File: config.mk
export PLATFORM = sky130hd
export DESIGN_NAME = fixed_point_dot
export DESIGN_NICKNAME = d
export VERILOG_FILES = /design/src/rtl/fixed_point_dot.sv
export SDC_FILE = /design/constraint.sdc
export NUM_CORES = 2
export LEC_CHECK = 0
export CAP_MARGIN = 20
export CORE_UTILIZATION = 65
export CTS_BUF_LIST = sky130_fd_sc_hd__clkbuf_8
export CTS_CLUSTER_SIZE = 24
export DETAILED_ROUTE_END_ITERATION = 10
export PLACE_DENSITY = 0.88
export SLEW_MARGIN = 10
export SYNTH_ARGS = -nofsm -noshare
export SYNTH_HDL_FRONTEND = slang
export SYNTH_SLANG_ARGS = --single-unit
export TNS_END_PERCENT = 50
File: constraint.sdc
create_clock -name clk -period 20.3 [get_ports clk]
set_input_delay 4.06 -clock clk [delete_from_list [all_inputs] [get_ports clk]]
set_output_delay 4.06 -clock clk [all_outputs]
set_load 0.03 [all_outputs]
File: src/rtl/fixed_point_dot.sv
// Fixed-point dot product: accumulates a*b terms until in_last or MAX_TERMS; result held for the consumer.
// Latency: result valid the cycle after the final accepted beat.
// Backpressure: in_ready drops while a result is held; out_ready low holds all outputs stable.
`ifndef FIXED_W
`define FIXED_W 32
`endif
`ifndef FIXED_FRACTION_W
`define FIXED_FRACTION_W 16
`endif

package fixed_point_pkg;
    typedef logic signed [`FIXED_W-1:0] fixed_point_t;

    // Full-width signed product rescaled to Q format; ovf when the rescaled value does not fit FIXED_W.
    function automatic fixed_point_t fixed_mul(input fixed_point_t a, input fixed_point_t b,
                                               output logic ovf);
        logic signed [2*`FIXED_W-1:0] full;
        logic signed [2*`FIXED_W-1:0] shifted;
        fixed_point_t                 trunc;
        full    = a * b;
        shifted = full >>> `FIXED_FRACTION_W;
        trunc   = shifted[`FIXED_W-1:0];
        ovf     = (shifted != {{`FIXED_W{trunc[`FIXED_W-1]}}, trunc});
        return trunc;
    endfunction
endpackage

module fixed_point_dot
    import fixed_point_pkg::*;
#(
    parameter int MAX_TERMS = 4
) (
    input  logic                           clk,
    input  logic                           rst,
    input  logic                           in_valid,
    output logic                           in_ready,
    input  fixed_point_t                   in_a,
    input  fixed_point_t                   in_b,
    input  logic                           in_last,
    output logic                           out_valid,
    input  logic                           out_ready,
    output fixed_point_t                   result,
    output logic                           overflow,
    output logic                           length_error,
    output logic [$clog2(MAX_TERMS+1)-1:0] term_count
);
    localparam int CW = $clog2(MAX_TERMS+1);
    localparam int W  = `FIXED_W;

    localparam logic [1:0] IDLE  = 2'd0;
    localparam logic [1:0] ACCUM = 2'd1;
    localparam logic [1:0] DONE  = 2'd2;

    logic [1:0]    state_q, state_d;
    fixed_point_t  acc_q, acc_d;
    logic [CW-1:0] cnt_q, cnt_d;
    logic          ovf_q, ovf_d;

    // Held copy of the last completed vector; the running accumulator may diverge while a new vector builds.
    fixed_point_t  result_q, result_d;
    logic [CW-1:0] term_count_q, term_count_d;
    logic          overflow_q, overflow_d;
    logic          length_error_q, length_error_d;

    fixed_point_t  prod;
    logic          prod_ovf;
    fixed_point_t  sum;
    logic          add_ovf;
    fixed_point_t  beat_val;
    logic [CW-1:0] beat_cnt;
    logic          beat_ovf;
    logic          accept;

    assign in_ready     = (state_q != DONE);
    assign out_valid    = (state_q == DONE);
    assign accept       = in_valid && in_ready;
    assign result       = result_q;
    assign overflow     = overflow_q;
    assign length_error = length_error_q;
    assign term_count   = term_count_q;

    always_comb begin
        prod_ovf = 1'b0;
        prod     = fixed_mul(in_a, in_b, prod_ovf);
        sum      = acc_q + prod;
        add_ovf  = (acc_q[W-1] == prod[W-1]) && (sum[W-1] != acc_q[W-1]);

        // The first term of a vector loads rather than adds, so it has no add overflow.
        if (state_q == IDLE) begin
            beat_val = prod;
            beat_cnt = CW'(1);
            beat_ovf = prod_ovf;
        end else begin
            beat_val = sum;
            beat_cnt = cnt_q + CW'(1);
            beat_ovf = ovf_q | prod_ovf | add_ovf;
        end
    end

    always_comb begin
        state_d        = state_q;
        acc_d          = acc_q;
        cnt_d          = cnt_q;
        ovf_d          = ovf_q;
        result_d       = result_q;
        term_count_d   = term_count_q;
        overflow_d     = overflow_q;
        length_error_d = length_error_q;

        case (state_q)
            IDLE, ACCUM: begin
                if (accept) begin
                    acc_d = beat_val;
                    cnt_d = beat_cnt;
                    ovf_d = beat_ovf;
                    if (in_last || (beat_cnt == CW'(MAX_TERMS))) begin
                        state_d        = DONE;
                        result_d       = beat_val;
                        term_count_d   = beat_cnt;
                        overflow_d     = beat_ovf;
                        length_error_d = !in_last;
                    end else begin
                        state_d = ACCUM;
                    end
                end
            end
            DONE: begin
                if (out_ready) begin
                    state_d = IDLE;
                end
            end
            default: state_d = IDLE;
        endcase
    end

    always_ff @(posedge clk) begin
        if (rst) begin
            state_q        <= IDLE;
            acc_q          <= '0;
            cnt_q          <= '0;
            ovf_q          <= 1'b0;
            result_q       <= '0;
            term_count_q   <= '0;
            overflow_q     <= 1'b0;
            length_error_q <= 1'b0;
        end else begin
            state_q        <= state_d;
            acc_q          <= acc_d;
            cnt_q          <= cnt_d;
            ovf_q          <= ovf_d;
            result_q       <= result_d;
            term_count_q   <= term_count_d;
            overflow_q     <= overflow_d;
            length_error_q <= length_error_d;
        end
    end
endmodule

**Word level (Yosys, flattened, before mapping)**

Index checks and enable logic that the tools add are counted.
Widths: inputs -> output; s select.

- Flip-flop bits (word level): 75
- Bits of input ports: 69
- Output and inout bits: 39
- Word-level logic and storage cells: 38

- Add/sub/neg operators: 2
- $mul: 1
- Equality and inequality tests: 9
- Muxes and demuxes: 7
- Bitwise gates (word level): 2
- Reductions and logical operators: 9

Operators by type and width:

| operator | count |
|---|---|
| $mul 32x32->64 | 1 |
| $add 32x32->32 | 1 |
| $mux 32 | 1 |
| $ne 32x32->1 | 1 |
| $mux 2 | 3 |
| $ne 2x2->1 const B | 2 |
| $pmux 2 s2 | 1 |
| $reduce_and 2->1 | 2 |
| $add 3x1->3 const B | 1 |
| $eq 3x3->1 const B | 1 |
| $mux 3 | 1 |
| $reduce_and 3->1 | 1 |
| $eq 2x1->1 const B | 1 |
| $eq 2x2->1 const B | 1 |
| $logic_and 1x1->1 | 2 |
| $logic_not 2->1 | 1 |
| $ne 2x1->1 const B | 1 |
| $or 1x1->1 | 2 |
| $reduce_or 2->1 | 1 |
| $eq 1x1->1 | 1 |
| $logic_not 1->1 | 1 |
| $logic_or 1x1->1 | 1 |
| $mux 1 | 1 |
| $ne 1x1->1 | 1 |

**Depth between registers and ports, before layout**

- Depth in word-level cells: 7
- Depth in mapped cells: 39
- Gate-level depth less buffers: 38

**Least setup slack after synthesis**

Ideal clock, no wire load.

- Path kind: input -> register
- From: in in_b[5]
- To: reg ovf_q
- Library setup time: 0.137 ns
- Data arrival time: 12.789 ns
- Data required time: 20.163 ns
- Setup slack: 7.374 ns
- Stages on the path: 36
- Buffers on the path: 1
- Path through: clkbuf_1 -> and2_1 -> fa_1 -> fa_1 -> fa_1 -> inv_1 -> fa_1 -> inv_1 -> fa_1 -> inv_1 -> fa_1 -> inv_1 -> fa_1 -> inv_1 -> fa_1 -> inv_1 -> ha_1 -> and3_1 -> nand2_1 -> a221o_1 -> a311oi_4 -> nor2_1 -> o21ai_0 -> xor2_1 -> ha_1 -> a21o_1 -> a2111oi_0 -> o21ai_0 -> nand2b_1 -> o21ai_0 -> a211o_1 -> a31oi_1 -> nor3_1 -> o31a_1 -> a2111oi_2 -> a211oi_1

- Cells in the longest elaborated chain, start to end: 6
- Elaborated cells on any way between the ends: 9
- Those cells by class: 1 x add/sub; 1 x mul; 3 x eq/ne; 1 x mux; 2 x bitwise; 1 x reduce/logical

RTL lines:

| item | RTL line | text |
|---|---|---|
| start, declared | 38 | `input fixed_point_t in_b,` |
| $mul 32x32->64 * | 20 | `full = a * b;` |
| $add 32x32->32 | 85 | `sum = acc_q + prod;` |
| $ne 1x1->1 | 86 | `add_ovf = (acc_q[W-1] == prod[W-1]) && (sum[W-1] != acc_q[W-1]);` |
| $logic_and 1x1->1 | 86 |  |
| $or 1x1->1 | 96 | `beat_ovf = ovf_q \| prod_ovf \| add_ovf;` |
| $mux 1 * | 89 | `if (state_q == IDLE) begin` |
| end signal, assigned | 150 | `ovf_q <= ovf_d;` |
| end, declared | 57 | `logic ovf_q, ovf_d;` |

Every way passes the cells marked *; elsewhere a longest branch is shown, timed or not.
A chain may end at the register's enable or synchronous reset.

**Worst setup path in the final report**

- From: in in_b[31]
- To: reg ovf_q

The elaborated chain is that of the path after synthesis.

==> impl_metrics.tcl <==
set metrics [dict create \
    min_path_cells 2 \
    layout_commonest_cell "fa_1" \
    grt_pass1_vias 35080 \
    cp_num_buf_inv 3 \
    cp_num_cells 31 \
    fin_crit_sh_pct 73.17 \
    min_from "term_count[1]" \
    worstSetupPathType "input port to flip-flop" \
    synth.net_count 5908 \
    status "completed" \
    cts_setup_buffers 0 \
    final_max_slew_viol_count 0 \
    synth_fa_ha_area_share_pct 58.90 \
    core_area_mm2 0.06297 \
    cts.repair.resized 0 \
    die_h_um 254.0 \
    ant_nets 0 \
    synthXorXnorAreaFrac_pct 1.697 \
    required_ps 20510 \
    slowest_stage "clkdlybuf4s50_1" \
    final_layout_size_suffix_gt1_share_pct 2.448 \
    r2r_cells 13 \
    pre_cts_ws_ps 5213 \
    cts_inserted_buffers 9 \
    synth-main-ff-cell "dfxtp_1" \
    grtUsageTotal_pct 35.53 \
    maxCapViolCount 0 \
    regToRegStartpoint "acc_q[0]" \
    yosys_warnings 0 \
    place_hpwl_um 87050 \
    die_area_mm2 0.06452 \
    yosysSeqAreaShare_pct 3.637 \
    drc 0 \
    end_kind "flip-flop" \
    grt_pass1_wl_um 178500 \
    place_congestion 0.9575 \
    crit_path_start_kind "input port" \
    synth_cells 4545 \
    ys_seq_elements 75 \
    vias 31250 \
    root_buffer "clkbuf_8" \
    postSynthAreaPerCell_um2 9.082 \
    cp-startpoint "in_b[31]" \
    synth_area_mm2 0.04128 \
    synth_cell_types 78 \
    synth-compound-area-share_pct 6.295 \
    diodes 0 \
    finClkSkew_ps 12.96 \
    io_buffers 107 \
    clk_latency_ps 360 \
    drt-initial-drc-count 2588 \
    hold_path.class "flip-flop to flip-flop" \
    fin_ws_ps 5446 \
    area_delta_synth_final_pct 4.880 \
    grt_max_degree 78 \
    layout.nets 5851 \
    critPathMaxStageDelay_ps 1060 \
    worstMarginPinSlew_ps 1174 \
    clk_pin_slew_ps 90 \
    numClockSinks 75 \
    die_w_um 254.0 \
    critPathMostFrequentCell "fa_1" \
    antenna_found_initial 0 \
    numPlacedInstances 5316 \
    cp_top_family "adder cells" \
    cts_htree_levels 3 \
    core.rowCount 92 \
    synth_edf_count 0 \
    mostFrequentLayoutCells "fa_1, inv_1, and2_1" \
    hold_buffers 0 \
    synthMuxAreaShare_pct 0.3243 \
    via_per_inst 5.854 \
    wire_per_inst_um 20.06 \
    path_max_fanout 23 \
    floorplan.io_pins 108 \
    start_util_pct 65.56 \
    yosys.area_share.simple_pct 17.41 \
    final-instance-count-excl-fill 5339 \
    cts_tree "yes" \
    arrival_ps 15060 \
    period_minus_slack_ps 14850 \
    setup_viol 0 \
    synth_top_family_by_area "adder cells" \
    first_pass_iters 6 \
    hold_viol_final 0 \
    clk_path_buf_depth 2 \
    tns_ps 0 \
    synthArstFlopShare_pct 0 \
    grt-ovfl-total 0 \
    relSlewSlack_pct 21.49 \
    grt_setup_unrepaired "no" \
    max_freq_mhz 67.32 \
    wirelength_um 107100 \
]
==> layer usage <==
layer	GRT usage [%]	up-vias	wire, µm	share of wire (%)
met4	17.21	0	5641	5.3
met2	59.53	1738	52650	49
met1	44.61	15800	39110	37
li1	-	13270	-	-
met3	6.463	446	9716	9.1
met5	0	-	0	0
==> flip-flops by register name, summed over array words and instances (netlist names) <==
register	cells
overflow	1
state_q	2
result	32
acc_q	32
term_count	3
ovf_q	1
cnt_q	3
length_error	1
==> cell usage after synthesis (10+ instances only) <==
cell      number  share of area, %
a211oi_1      65               1.2
a21o_1        40              0.73
a21oi_1      102               1.2
and2_1       605               9.2
clkbuf_1     231               2.1
dfxtp_1       75               3.6
fa_1        1082                52
ha_1         212               6.4
inv_1       1044               9.5
mux2i_1       10              0.24
nand2_1      487               4.4
nand2b_1      21              0.32
nand3_1       18              0.22
nand4_1       23              0.35
nor2_1       158               1.4
nor3_1        38              0.46
o21a_1        18              0.33
o21ai_0       69              0.84
o21bai_1      14              0.25
xnor2_1       48               1.0
xor2_1        32              0.68
==> per-stage QoR <==
| step | hold slack [ps] | utilization [%] | area, µm² |
|---|---|---|---|
| after floorplan | 440.0 | - | 41280 |
| after global placement | 446.0 | 68.18 | 42930 |
| after detailed placement | 454.9 | 68.23 | 42960 |
| after CTS | 470.7 | 68.60 | 43190 |
| after global routing | 497.6 | 68.76 | 43290 |
| final | 465.5 | 68.76 | 43290 |
==> cell families (layout without fill, tap and decap cells) <==
logic type / count (synthesis) / in the layout
simple gates: 1410 / 1410
fa+ha+maj: 1294 / 1294
buf+inv: 1285 / 1233
compound gates: 388 / 388
xor+xnor: 80 / 80
flops: 75 / 75
mux: 13 / 13
==> worst reg2reg max path: cells and delay by family, from the launching register on <==
| family | cells | cell delay, ps |
|---|---|---|
| adders and majority gates | 2 | 680 |
| DFF | 1 | 330 |
| xor gates and xnor gates | 1 | 190 |
| and+or+nand+nor | 1 | 90 |
| AOI/OAI and AO/OA | 9 | 2280 |
==> final cells by class <==
| cell class | instances | area, µm² |
|---|---|---|
| multi-input cells | 3185 | 34950 |
| well taps | 846 | 1059 |
| fillers | 4578 | 19670 |
| clock inverters | 6 | 96.34 |
| flip-flops and latches | 75 | 1501 |
| inverters | 1044 | 3919 |
| clock buffers | 10 | 137.6 |
| repair buffers | 173 | 1630 |
==> path summary, 6_finish.rpt <==
path | end | slack (ps)
worst max-delay path | ovf_q | 5450
worst min-delay path | term_count[1] | 470
worst max register to register | result[26] | 16640
worst min register to register | term_count[1] | 470
Power is left out: the tool's default activity adds up to more than one toggle a clock period on the data nets, which glitch-free logic cannot reach.
